File: src/rtl/cpu_pkg.sv
// Shared pipeline encodings: ALU operation codes, forwarding source selects
// and the hard-wired zero register number.
package cpu_pkg;

   typedef enum logic [2:0] {
      ALU_ADD = 3'b000,
      ALU_AND = 3'b001,
      ALU_XOR = 3'b010,
      ALU_SLL = 3'b011,
      ALU_SUB = 3'b100,
      ALU_OR  = 3'b101,
      ALU_SRL = 3'b111
   } alu_op_e;

   typedef enum logic [1:0] {
      FWD_REG = 2'b00,
      FWD_EX  = 2'b01,
      FWD_MEM = 2'b10
   } fwd_sel_e;

   localparam logic [4:0] REG_ZERO = 5'd0;

endpackage

File: src/rtl/fwd_unit.sv
// Operand forwarding for one source register: picks the youngest in-flight
// producer (EX, then MEM) or falls back to the register-file read.
module fwd_unit
   import cpu_pkg::*;
(
   input  logic [4:0]  src,
   input  logic [31:0] rf_data,
   input  logic        e_valid,
   input  logic        e_wreg,
   input  logic        e_m2reg,
   input  logic [4:0]  e_rn,
   input  logic [31:0] e_alu_r,
   input  logic        m_valid,
   input  logic        m_wreg,
   input  logic        m_m2reg,
   input  logic [4:0]  m_rn,
   input  logic [31:0] m_alu,
   input  logic [31:0] m_mdata,
   output logic [31:0] data
);

   fwd_sel_e sel;
   logic     ex_hit;
   logic     mem_hit;

   // A load in EX has no result yet; that case is resolved by stalling instead.
   assign ex_hit  = e_valid & e_wreg & ~e_m2reg & (e_rn == src) & (src != REG_ZERO);
   assign mem_hit = m_valid & m_wreg & (m_rn == src) & (src != REG_ZERO);

   always_comb begin
      // NOTE: every always_comb output gets a default first so no path leaves it unassigned (no latch).
      sel = FWD_REG;
      if (ex_hit)
         sel = FWD_EX;
      else if (mem_hit)
         sel = FWD_MEM;
   end

   always_comb begin
      data = rf_data;
      unique case (sel)
         FWD_EX:  data = e_alu_r;
         FWD_MEM: data = m_m2reg ? m_mdata : m_alu;
         default: data = rf_data;
      endcase
   end

endmodule

File: src/rtl/id_ex_stage.sv
// ID/EX pipeline register with operand forwarding, load-use stall detection
// and bubble insertion on stall or branch flush.
module id_ex_stage
   import cpu_pkg::*;
(
   input  logic        clk,
   input  logic        clrn,
   input  logic        d_valid,
   input  logic        d_wreg,
   input  logic        d_m2reg,
   input  logic        d_wmem,
   input  logic        d_jal,
   input  logic        d_aluimm,
   input  logic        d_shift,
   input  logic [2:0]  d_aluc,
   input  logic [4:0]  d_rs,
   input  logic [4:0]  d_rt,
   input  logic        d_use_rs,
   input  logic        d_use_rt,
   input  logic [4:0]  d_rn,
   input  logic [31:0] d_qa,
   input  logic [31:0] d_qb,
   input  logic [31:0] d_imm,
   input  logic [31:0] d_pc4,
   input  logic [31:0] e_alu_r,
   input  logic        m_valid,
   input  logic        m_wreg,
   input  logic        m_m2reg,
   input  logic [4:0]  m_rn,
   input  logic [31:0] m_alu,
   input  logic [31:0] m_mdata,
   input  logic        flush,
   output logic        stall,
   output logic        e_valid,
   output logic        e_wreg,
   output logic        e_m2reg,
   output logic        e_wmem,
   output logic        e_jal,
   output logic [2:0]  e_aluc,
   output logic [31:0] e_a,
   output logic [31:0] e_b,
   output logic [31:0] e_qb,
   output logic [4:0]  e_rn,
   output logic [31:0] e_pc4,
   output logic [15:0] bubble_cnt
);

   logic [31:0] fa;
   logic [31:0] fb;
   logic [31:0] a_next;
   logic [31:0] b_next;
   logic        bubble;

   fwd_unit u_fwd_rs (
      .src(d_rs), .rf_data(d_qa),
      .e_valid(e_valid), .e_wreg(e_wreg), .e_m2reg(e_m2reg), .e_rn(e_rn), .e_alu_r(e_alu_r),
      .m_valid(m_valid), .m_wreg(m_wreg), .m_m2reg(m_m2reg), .m_rn(m_rn),
      .m_alu(m_alu), .m_mdata(m_mdata), .data(fa)
   );

   fwd_unit u_fwd_rt (
      .src(d_rt), .rf_data(d_qb),
      .e_valid(e_valid), .e_wreg(e_wreg), .e_m2reg(e_m2reg), .e_rn(e_rn), .e_alu_r(e_alu_r),
      .m_valid(m_valid), .m_wreg(m_wreg), .m_m2reg(m_m2reg), .m_rn(m_rn),
      .m_alu(m_alu), .m_mdata(m_mdata), .data(fb)
   );

   // Load in EX whose destination is read by the ID instruction: wait one cycle.
   assign stall = d_valid & e_valid & e_wreg & e_m2reg & (e_rn != REG_ZERO) &
                  ((d_use_rs & (e_rn == d_rs)) | (d_use_rt & (e_rn == d_rt)));
   assign bubble = stall | flush;

   assign a_next = d_shift  ? {27'b0, d_imm[10:6]} : fa;
   assign b_next = d_aluimm ? d_imm : fb;

   always_ff @(posedge clk or negedge clrn) begin
      // NOTE: sequential state uses non-blocking assignments so all registers update together.
      if (!clrn) begin
         e_valid    <= 1'b0;
         e_wreg     <= 1'b0;
         e_m2reg    <= 1'b0;
         e_wmem     <= 1'b0;
         e_jal      <= 1'b0;
         e_aluc     <= '0;
         e_a        <= '0;
         e_b        <= '0;
         e_qb       <= '0;
         e_rn       <= '0;
         e_pc4      <= '0;
         bubble_cnt <= '0;
      end else if (bubble) begin
         e_valid <= 1'b0;
         e_wreg  <= 1'b0;
         e_m2reg <= 1'b0;
         e_wmem  <= 1'b0;
         e_jal   <= 1'b0;
         e_aluc  <= '0;
         e_a     <= '0;
         e_b     <= '0;
         e_qb    <= '0;
         e_rn    <= '0;
         e_pc4   <= '0;
         if (bubble_cnt != 16'hFFFF)
            bubble_cnt <= bubble_cnt + 16'd1;
      end else begin
         // An invalid ID slot still advances, but with every side effect masked.
         e_valid <= d_valid;
         e_wreg  <= d_valid & d_wreg;
         e_m2reg <= d_valid & d_m2reg;
         e_wmem  <= d_valid & d_wmem;
         e_jal   <= d_valid & d_jal;
         e_aluc  <= d_aluc;
         e_a     <= a_next;
         e_b     <= b_next;
         e_qb    <= fb;
         e_rn    <= d_rn;
         e_pc4   <= d_pc4;
      end
   end

endmodule
File: config.mk
export PLATFORM = sky130hd
export DESIGN_NAME = id_ex_stage
export DESIGN_NICKNAME = d
export VERILOG_FILES = /design/src/rtl/cpu_pkg.sv /design/src/rtl/fwd_unit.sv /design/src/rtl/id_ex_stage.sv
export SDC_FILE = /design/constraint.sdc
export NUM_CORES = 1
export LEC_CHECK = 0
export BUFFER_PORTS_ARGS = -buffer_cell sky130_fd_sc_hd__buf_2
export CAP_MARGIN = 20
export CORE_AREA = 3 3 161 163
export DETAILED_ROUTE_END_ITERATION = 8
export DIE_AREA = 0 0 164 166
export MAX_ROUTING_LAYER = met4
export PLACE_DENSITY = 0.68
export SYNTH_ARGS = -nofsm -noshare
export SYNTH_HDL_FRONTEND = slang
export SYNTH_SLANG_ARGS = --single-unit
File: constraint.sdc
create_clock -name clk -period 2.5 [get_ports clk]
set_clock_uncertainty 0.15 [all_clocks]
set_input_delay 0.75 -clock clk [delete_from_list [all_inputs] [get_ports clk]]
set_output_delay 0.75 -clock clk [all_outputs]
set_load 0.05 [all_outputs]
; ---- Word level (Yosys, flattened, before mapping)
; Cells that the tools add are included.
[totals]
out_inout_bits = 158
inputBits = 262
register_bits = 157
elab_cells = 71
[op_classes]
n_reduce_logical = 4
n_bitwise = 25
muxes = 20
addsub = 1
n_eq_ne = 9
[ops]
columns = op, n
row1 = two-way mux 32 bit, 7
row2 = case mux 32 bit (2 select lines), 2
row3 = AND 1 bit, 22
row4 = == test 5 bit, 4
row5 = adder 16 x 1 -> 16 bit (second input constant), 1
row6 = inequality test 16 bit (second input constant), 1
row7 = nonzero test 5 bit, 3
row8 = two-way mux 2 bit, 4
row9 = two-way mux 1 bit, 5
row10 = two-way mux 5 bit, 1
row11 = == test 2 x 1 -> 1 bit (second input constant), 2
row12 = == test 2 bit (second input constant), 2
row13 = two-way mux 3 bit, 1
row14 = OR 1 bit, 2
row15 = AND reduction 2 bit, 1
row16 = inverter 1 bit, 1

; ---- Longest topological paths before layout
; Gate-level depths: netlist (run 1).
[depth]
word_depth = 9
depth_mapped = 9
mapped_depth_nobuf = 7

; ---- Modules after synthesis
; A second synthesis (run 1) with hierarchy kept.
[unflattened]
hier_cells = 855
area_unflattened_um2 = 8819.7
[modules_own_cells]
columns = mod, instances, seq_area_each_um2, area_each_um2, cells_per_inst
row1 = id_ex_stage, 1, 3928.8, 5779.3, 437
row2 = fwd_unit, 2, 0.0, 1520.2, 209

; ---- Least setup slack after synthesis (run 1)
; No wires, ideal clock.
[synth_path]
kind = input port to output port
startpoint = in d_rt[2]
endpoint = out stall
path_buffers = 0
t_arrival_ps = 1800
path_slack_ps = -200
cell_stages = 4
required_time_ps = 1600
path_cell_list = xor2_1 -> nor3_1 -> a22o_1 -> and2_1
[synth_between]
elab_chain_len = 4
[synth_lines]
columns = item, line_no
row1 = from (decl), id_ex_stage.sv:17  ; input logic [4:0] d_rt,
row2 = == test 5 bit, id_ex_stage.sv:70  ; ((d_use_rs & (e_rn == d_rs)) | (d_use_rt & (e_rn == d_rt)));
row3 = AND 1 bit, id_ex_stage.sv:70
row4 = OR 1 bit, id_ex_stage.sv:70
row5 = AND 1 bit, id_ex_stage.sv:69  ; assign stall = d_valid & e_valid & e_wreg & e_m2reg & (e_rn != REG_ZERO) &
row6 = to (decl), id_ex_stage.sv:33  ; output logic stall,
; No other way between the ends.

; ---- Worst setup path after layout (run 1)
[layout_path]
startpoint = reg e_rn[1]
endpoint = out stall
[layout_between]
elab_chain_len = 4
elab_cells_between_ends = 8
cone_classes = 2 x eq/ne / 5 x bitwise / 1 x reduce/logical
[layout_lines]
columns = item, line_no
row1 = from (decl), id_ex_stage.sv:43  ; output logic [4:0] e_rn,
row2 = from (signal assigned), id_ex_stage.sv:116  ; e_rn <= d_rn;
row3 = == test 5 bit, id_ex_stage.sv:70
row4 = AND 1 bit, id_ex_stage.sv:70
row5 = OR 1 bit, id_ex_stage.sv:70
row6 = AND 1 bit *, id_ex_stage.sv:69
; Every way passes the cells marked *; elsewhere a longest branch is shown, timed or not.

==> results.md, run 1 <==
- Synth Area in Compound Gates: 0.133
- Final hold vios: 0
- Req. time, crit path: about 1.6 ns
- Fin crit share: 1.08
- Least-Margin Pin Slew: 0.839 ns
- Synth Register Bits: roughly 160
- CP startpoint kind: register
- Layout net count: 1,440
- Pins over their slew limit: 0
- Post-synth EDFFs: 0
- Most common cell after layout, fill and taps aside: buf_2
- Clock-pin slew on the worst setup and hold paths: approximately 0.070 ns
- Dpl cells: 1,458
- Pleak: 0.00601 uW
- Worst Path Buf+Inv: 1
- Power Density: 611 nW/um^2
- I/O Buffers: between 400 and 500
- Cell Rows: 57
- CP Capture Type: output pin
- Setup ws final: -0.198 ns
- Yosys warns: 0
- Predominant post-synthesis flop cell: dfrtp_1
- Vias: approximately 7,300
- Cell Area, Synth: between 7000 and 8000 um^2
- Critical path class: reg -> out
- DR pass1 iterations: 5
- Layout cells sized above 1: 0.551
- Cell depth of the worst setup path: 5
- CTS Hold Bufs: 0
- Die area: between 20,000 and 30,000 um^2
- Root cell of the clock tree: clkbuf_16
- CP max FO: 4
- FF-to-FF path depth: 11
- Clock sinks: approximately 160
- Synth Instances: 714
- DRT Wirelength: approximately 31 mm
- DRC: 0
- Netlist cell types: 45
- Routed Antenna Nets: 0
- Post-Synth XOR/XNOR Area: 0.0361
- Max-Cap Viols: 0
- Synth area leader: dfrtp_1
- Post-DP HPWL: approximately 23 mm
- R2R Setup Slk: 0 ns
- Mux contribution to synthesized area: 0.137
- CTS Buffer Depth: 2
- Final setup vio count: 8
- Status: complete, but fails checks
- TritonCTS clock tree: built
- Initial antenna violation count: 8
- Initial core utilization: 0.317
- Synth async-reset ratio: 1.00
- Most frequent cells in the layout: 415 x buf_2, 149 x dfrtp_1, 100 x nand2_1, 70 x and2_1, 65 x mux2_2
- R2R Path Start: e_rn[1]
- Simple-gate portion of the synthesized area: 0.150
- H-tree levels: 4
- Via/cell ratio: ~4.8
- Sequential area share after synthesis: 0.506
- Worst hold path class: in -> async
- Largest net degree at the start of global routing: between 50 and 60
- Avg Inst Size Synth: 10.9 um^2
- Failing checks: setup timing
- CTS Buf Count: 17
- Critical path's largest stage delay: between 0.4 and 0.5 ns
- Slowest cell on crit path: dfrtp_2
- Largest family of logic cells by synthesized area: simple AND/OR/NAND/NOR gates
- Tot GR Track Use: 0.222
- Layout Cells excl Fill: ~1,500
- CP top delay family: flip-flops
- Post-synth net total: 977
- Crit path time final: 2.70 ns
- Placer Congestion: 0.898
- Wire length per cell: roughly 21 um
- DR iter-0 viols: between 300 and 400
- Die Y: roughly 170 um
- Setup_tns: -0.276 ns
- Area share of fa/ha/maj cells after synthesis: 0.00161
- FF-to-FF End: e_b[16]
- Share of the synthesized area in the top cell type: 0.506
- Core box area: 24,500 um^2
- First-pass GRT wire length: around 44 mm
- Clock latency on the worst-skew pair: roughly 0.42 ns
- Worst slew margin: 0.436
- Max Freq: 0.371 GHz
- WP data arrival: 1.80 ns
- Largest cells by area after synthesis: dfrtp_1 51%, mux2_2 9.4%, and2_1 5.9%
- Worst path cell trace: xnor2_1, and3_1, a22o_1, and2_4, buf_12
- I/O Pins: 420
- Die width: ~160 um
- RSZ-0062 raised after global routing: true
- Vias in the first global route: about 7,500
- Peak supply drop: slightly below 0.6 mV
- Grt total ovfl: 0
- Layout area overhead: 50.3%
## metal layers
| metal | track usage | share of wire | up-vias |
|---|---|---|---|
| li1 | - | - | 3383 |
| met4 | 0.0599 | 0.017 | 0 |
| met3 | 0.0693 | 0.091 | 31 |
| met1 | 0.260 | 0.40 | 3504 |
| met5 | - | 0 | - |
| met2 | 0.367 | 0.49 | 357 |
## synthesized netlist by cell type, drive strengths merged, types with 3 or more instances
| cell type | instances |
|---|---|
| nor3 | 7 |
| and2 | 73 |
| nand3 | 7 |
| mux2i | 32 |
| nand2 | 101 |
| a21oi | 35 |
| xor2 | 16 |
| nor2 | 11 |
| mux2 | 66 |
| o21ba | 31 |
| buf | 21 |
| inv | 10 |
| o21ai | 63 |
| xnor2 | 16 |
| nand4 | 6 |
| dfrtp | 157 |
| a221oi | 5 |
| clkbuf | 27 |
| nor4 | 5 |
| or4 | 3 |
| and3 | 7 |
## cell type report
class	instances	area [um^2]
Antenna cell	9	22.5
Inverter	10	37.5
Timing Repair Buffer	492	3010
Tap cell	324	405
Fill cell	2289	12800
Clock buffer	18	439
Sequential cell	157	3940
Multi-Input combinational cell	499	3690
Clock inverter	14	125
## worst register-to-register path, delay by kind of cell (launching register included)
kind | cells | cell delay, ns
DFF | 1 | 0.45
buffers and inverters | 5 | 0.71
AOI/OAI and AO/OA | 4 | 0.76
and+or+nand+nor | 1 | 0.20
xor gates and xnor gates | 1 | 0.17
## timing repair
| action | 4_1_cts | 5_1_grt |
|---|---|---|
| setup endpoints to repair | 31 | 38 |
| buffers inserted | 7 | 10 |
| gates resized for setup | 14 | 25 |
| hold endpoints to repair | 0 | 0 |
| pin swaps | 7 | 6 |
| gates cloned | 0 | 7 |
## worst max path at each step
stage,startpoint,slack (ns),end
6_report,e_rn[1],-0.20,stall
5_1_grt,e_rn[1],-0.24,stall
4_1_cts,e_rn[3],-0.16,stall
3_5_place_dp,d_rs[4],-0.62,e_a[6]
3_3_place_gp,d_rs[4],-0.52,e_a[9]
2_1_floorplan,d_rt[2],-0.009,stall
## logic make-up (layout without fill, tap and decap cells)
group                      Yosys count  in the layout
AOI/OAI and AO/OA                  142            142
xor gates and xnor gates            32             32
adders and majority gates            1              1
buffers and inverters               58            534
DFF                                157            157
muxes                               98             98
other                                0              9
and+or+nand+nor                    226            226
## sequential cells by signal, indices dropped and copies added (netlist names), 3 cells and up
signal	flops
e_pc4	32
e_qb	32
e_aluc	3
e_a	32
bubble_cnt	16
e_b	32
e_rn	5
## through the flow
step	util	area, um^2	total power (uW)	setup WS (ns)	hold slack [ns]
finish	0.477	11700	7130	-0.198	0.104
global route	0.477	11700	7430	-0.238	0.114
CTS	0.463	11300	7140	-0.159	0.107
detailed placement	0.435	10600	4530	-0.618	0.339
global placement	0.435	10600	4510	-0.524	0.328
floorplan	-	7770	3870	-0.00930	0.304
## power breakdown
part	total [uW]	switching, uW	internal, uW
registers	2820	112	2710
clock network	2580	1230	1350
logic	1730	1130	600
total	7130	2480	4660
Power figures use the tool's default switching activity.
==> run 2: changes to the inputs <==
--- a/config.mk
+++ b/config.mk
@@ -10,7 +10,6 @@
 export CORE_AREA = 3 3 161 163
 export DETAILED_ROUTE_END_ITERATION = 8
 export DIE_AREA = 0 0 164 166
-export MAX_ROUTING_LAYER = met4
 export PLACE_DENSITY = 0.68
 export SYNTH_ARGS = -nofsm -noshare
 export SYNTH_HDL_FRONTEND = slang
==> results.md, run 2 (synthesis results as in run 1) <==
- I/O Pins: 420
- Die width: approximately 160 um
- DRT Wirelength: between 30 and 40 mm
- Dpl cells: about 1,500
- Max Freq: 0.372 GHz
- Via/cell ratio: 4.78
- Power Density: slightly above 600 nW/um^2
- CP Capture Type: output pin
- Core box area: between 20,000 and 25,000 um^2
- Clock latency on the worst-skew pair: around 0.42 ns
- Layout Cells excl Fill: 1,515
- RSZ-0062 raised after global routing: true
- Root cell of the clock tree: clkbuf_16
- WP data arrival: 1.79 ns
- Post-layout util: 0.475
- CTS Buffer Depth: 2
- Vias in the first global route: approximately 7,400
- Worst slew margin: 0.459
- Req. time, crit path: between 1.5 and 2 ns
- Initial antenna violation count: 8
- Tot GR Track Use: 0.215
- Pins over their slew limit: 0
- Fin crit share: 1.08
- Post-DP HPWL: between 20 and 25 mm
- CTS Buf Count: 17
- Layout net count: 1,438
- Status: complete, but fails checks
- Routed Antenna Nets: 0
- TritonCTS clock tree: built
- CP startpoint kind: register
- First-pass GRT wire length: 44.3 mm
- Die area: roughly 27,000 um^2
- Final setup vio count: 3
- Clock-pin slew on the worst setup and hold paths: ~0.070 ns
- Failing checks: setup timing
- Largest net degree at the start of global routing: between 50 and 60
- Setup ws final: -0.188 ns
- H-tree levels: 4
- Die Y: 166 um
- Crit path time final: 2.69 ns
- I/O Buffers: about 420
- CP max FO: 4
- Peak supply drop: 0.582 mV
- Worst path cell trace: xnor2_1, and3_1, a22o_1, and2_4, buf_12
- Initial core utilization: 0.317
- Critical path's largest stage delay: ~0.45 ns
- Wire length per cell: a little over 20 um
- Slowest cell on crit path: dfrtp_2
- Worst hold path class: in -> async
- Pleak: about 0.006 uW
- Pwr Total: about 7100 uW
- Placer Congestion: about 0.88
- Layout cells sized above 1: 0.551
- Final hold vios: 0
- Clock sinks: ~160
- Setup_tns: -0.195 ns
- Layout area overhead: 49.7%
- Most common cell after layout, fill and taps aside: buf_2
- DRC: 0
- DR pass1 iterations: 5
- Least-Margin Pin Slew: approximately 0.8 ns
- DR iter-0 viols: between 300 and 400
- Cell Rows: 57
- Critical path class: reg -> out
- Vias: 7,249
- Max-Cap Viols: 0
- Hold Slack: 0.104 ns
- Most frequent cells in the layout: 415 x buf_2, 149 x dfrtp_1, 100 x nand2_1, 71 x and2_1, 65 x mux2_2
- Grt total ovfl: 0
==> run 2: changes by cell type in the layout (fill, tap and decap cells not counted) <==
cell	delta
diode_2	-6
and2_1	+1
buf_4	-1
a21oi_2	+1
and2_4	-1
a21oi_1	-1
buf_6	+2
buf_8	-3
==> run 2: metrics by stage <==
stage               worst slack (ns)  area (um^2)
floorplan                   -0.00930         7770
global placement              -0.524        10600
detailed placement            -0.618        10600
CTS                           -0.159        11300
global route                  -0.237        11600
finish                        -0.188        11600
==> run 2: cell type report <==
type	instances	area, um^2
flip-flops and latches	157	3940
clock buffers	18	439
well taps	324	405
repair buffers	490	2980
inverters	10	37.5
fillers	2289	12800
clock inverters	14	125
diodes	3	7.51
multi-input cells	499	3690
==> run 2: what timing repair did <==
action                                  4_1_cts  5_1_grt
pin swaps                                     7        6
setup buffers                                 7        9
gates cloned                                  0        6
hold buffers                                  0        0
endpoints found under the setup margin       31       39
gates resized for setup                      14       22
==> run 2: worst max-delay path: cells and delay by family, from the launching register on <==
| kind | cells | cell delay (ns) |
|---|---|---|
| buffers and inverters | 1 | 0.13 |
| AOI/OAI and AO/OA | 1 | 0.16 |
| and+or+nand+nor | 2 | 0.39 |
| DFF | 1 | 0.45 |
| xor gates and xnor gates | 1 | 0.24 |
==> run 2: worst paths after layout <==
path	start	endpoint	slack, ns	cells after the start
worst max-delay path	e_rn[1]	stall	-0.19	5
worst min-delay path	clrn	e_b[25]	0.10	1
worst max register to register	e_rn[1]	e_b[5]	0.02	11
worst min register to register	bubble_cnt[5]	bubble_cnt[5]	0.35	1
max in group asynchronous	clrn	e_rn[0]	1.48	2
min in group clk	bubble_cnt[5]	bubble_cnt[5]	0.35	1
==> run 2: report_power, final <==
group          switching, uW  leakage, uW  internal [uW]
clock network           1230     0.000284           1350
logic                   1130      0.00368            595
registers                111      0.00203           2710
total                   2470      0.00599           4650
==> run 2: per-layer routing <==
layer / global-route usage / part of all wire
met3: 0.0708 / 0.089
met4: 0.0599 / 0.019
met1: 0.259 / 0.40
met5: 0 / 0.0025
met2: 0.367 / 0.49
==> run 3: changes to the inputs <==
--- a/config.mk
+++ b/config.mk
@@ -5,12 +5,13 @@
 export SDC_FILE = /design/constraint.sdc
 export NUM_CORES = 1
 export LEC_CHECK = 0
+export ABC_AREA = 1
 export BUFFER_PORTS_ARGS = -buffer_cell sky130_fd_sc_hd__buf_2
 export CAP_MARGIN = 20
 export CORE_AREA = 3 3 161 163
 export DETAILED_ROUTE_END_ITERATION = 8
 export DIE_AREA = 0 0 164 166
-export PLACE_DENSITY = 0.68
+export PLACE_DENSITY = 0.72
 export SYNTH_ARGS = -nofsm -noshare
 export SYNTH_HDL_FRONTEND = slang
 export SYNTH_SLANG_ARGS = --single-unit
==> results.md, run 3 <==
- Status: complete, but fails checks
- Failing checks: setup timing
- Fill cell count: approximately 2,400
- Most frequent cells in the layout: 417 x buf_2, 199 x nand2_1, 192 x nand3_1, 184 x nor2_1, 168 x inv_1
- Clock latency on the worst-skew pair: roughly 0.42 ns
- CP startpoint: d_rt[2]
- Worst Setup EP: stall
- Die area: around 27,000 um^2
- Largest cells by area after synthesis: dfrtp_1 46%, nand3_1 11%, nand2_1 9.0%
- Root cell of the clock tree: clkbuf_16
- Worst slew margin: 0.668
- Routed Antenna Nets: 0
- Hold Slack: a little over 0.09 ns
- Share of the synthesized area in the top cell type: 0.458
- Uppermost routed layer: met5
- Core box area: 24,500 um^2
- Final hold vios: 0
- Area of the multi-input gates: 3710 um^2
- Least-Margin Pin Slew: approximately 0.49 ns
- DR pass1 iterations: 5
- Initial antenna violation count: 5
- Fin crit share: 1.04
- Layout Cells excl Fill: around 1,900
- Netlist cell types: 28
- TritonCTS clock tree: built
- Grt total ovfl: 0
- Cell Area, Synth: around 8600 um^2
- Post-synth top cells: 206 x nand2_1, 193 x nand3_1, 187 x nor2_1
- Final setup vio count: 1
- Req. time, crit path: 1.60 ns
- Most instantiated library cell after synthesis: nand2_1
- CP Capture Type: output pin
- CP max FO: 4
- WP data arrival: ~1.7 ns
- Most common cell after layout, fill and taps aside: buf_2
- Setup ws final: -0.0993 ns
- RSZ-0062 raised after global routing: true
- Die Y: approximately 170 um
- Layout net count: ~1,900
- Layout cells sized above 1: 0.358
- Reg area: 3930 um^2
- R2R Path Start: bubble_cnt[0]
- Power Density: 597 nW/um^2
- Via/cell ratio: a little under 5
- First-pass GRT wire length: 51.7 mm
- CTS Hold Bufs: 0
- Avg Inst Size Synth: about 7.3 um^2
- Post-synth EDFFs: 0
- Peak supply drop: slightly below 0.6 mV
- CP startpoint kind: input pin
- DRT Wirelength: ~34 mm
- Synth Instances: roughly 1,200
- Placer Congestion: about 0.93
- DR WL met3: roughly 3.3 mm
- Largest net degree at the start of global routing: 67
- Yosys warns: 0
- Initial core utilization: 0.351
- Post-DP HPWL: 25.7 mm
- Tot GR Track Use: 0.243
- Post-synth net total: between 1,000 and 1,500
- Sequential area share after synthesis: 0.458
- Synth async-reset ratio: 1.00
- DRC: 0
- Post-layout util: 0.495
- Pins over their slew limit: 0
- Die width: 164 um
- DR iter-0 viols: about 770
- CTS Buffer Depth: 2
- Crit path time final: roughly 2.6 ns
- FF-to-FF End: bubble_cnt[11]
- Max-Cap Viols: 0
- Metal2 WL: around 17 mm
- Cell Rows: between 50 and 60
- FF-to-FF path depth: 9
- I/O Pins: 420
- Critical path class: in -> out
- H-tree levels: 4
- Synth Register Bits: approximately 160
- Clock-pin slew on the worst setup and hold paths: 0.07 ns
- Wire length per cell: between 15 and 20 um
- Layout area overhead: 41.1%
- Pleak: between 0.007 and 0.008 uW
- Synth area leader: dfrtp_1
- Predominant post-synthesis flop cell: dfrtp_1
- Clock sinks: between 150 and 200
- M1 WL: between 10 and 15 mm
- CTS Buf Count: 17
- R2R Setup Slk: 0.34 ns
- Worst hold path class: in -> async
- Dpl cells: ~1,900
- Vias in the first global route: about 9,500
- Max Freq: roughly 0.38 GHz
- I/O Buffers: approximately 420
- Vias: around 9,400
-- run 3: layout make-up --
cell class                 count  share of cell area
sequential                   157               0.325
antenna                        1            0.000207
multi-input combinational    772               0.307
timing repair buffer         475               0.229
tap                          324              0.0335
inverter                     181              0.0563
clock inverter                15              0.0143
clock buffer                  17              0.0351
-- run 3: kinds of logic (layout without fill, tap and decap cells) --
kind of cell,Yosys count,after routing,share of synthesized area
adder cells (fa/ha/maj),1,1,0.00146
XOR/XNOR,16,16,0.0163
multiplexers,7,7,0.00817
flip-flops,157,157,0.458
buffers and inverters,245,688,0.115
AND/OR/NAND/NOR,684,684,0.362
other,0,1,0
AO/OA/AOI/OAI,64,64,0.0388
-- run 3: stage by stage --
step | setup slack (ns) | TNS [ns] | instance area (um^2) | power (uW)
final | -0.0993 | -0.0993 | 12100 | 7230
after global routing | -0.179 | -0.179 | 12100 | 7550
after CTS | -0.0642 | -0.0642 | 12100 | 7280
after detailed placement | -0.195 | -1.69 | 11400 | 4520
after global placement | -0.187 | -0.524 | 11400 | 4500
after floorplan | 0.0273 | 0 | 8580 | 3860
-- run 3: routing by layer --
metal	track usage	vias up
met5	0	-
met1	0.292	4292
li1	-	4504
met2	0.425	543
met3	0.0606	66
met4	0.0736	8
-- run 3: repair_timing --
action,in CTS,in global routing
cloned,0,0
setup endpoints to repair,1,1
buffers inserted,3,2
pin swaps,0,6
resized for setup,10,7
-- run 3: worst min-delay path by stage --
stage / from / end / cells after the start
after floorplan: clrn / bubble_cnt[0] / 0
after global placement: bubble_cnt[9] / bubble_cnt[9] / 2
after detailed placement: bubble_cnt[9] / bubble_cnt[9] / 2
after CTS: clrn / e_a[10] / 1
after global routing: clrn / e_pc4[25] / 1
final: clrn / e_pc4[25] / 1
-- run 3: critical path, cell delays in order --
cell and delay (ns):
buf_2 0.12, inv_2 0.06, nand2_1 0.09, nand2_1 0.07, nor2_2 0.14, nand4_1 0.09, nand2_1 0.10, nand2_2 0.09
inv_4 0.06, buf_8 0.13
-- run 3: where the power goes --
| part | internal [uW] | switching [uW] |
|---|---|---|
| clock | 1510 | 1230 |
| sequential | 2690 | 100 |
| combinational | 525 | 1170 |
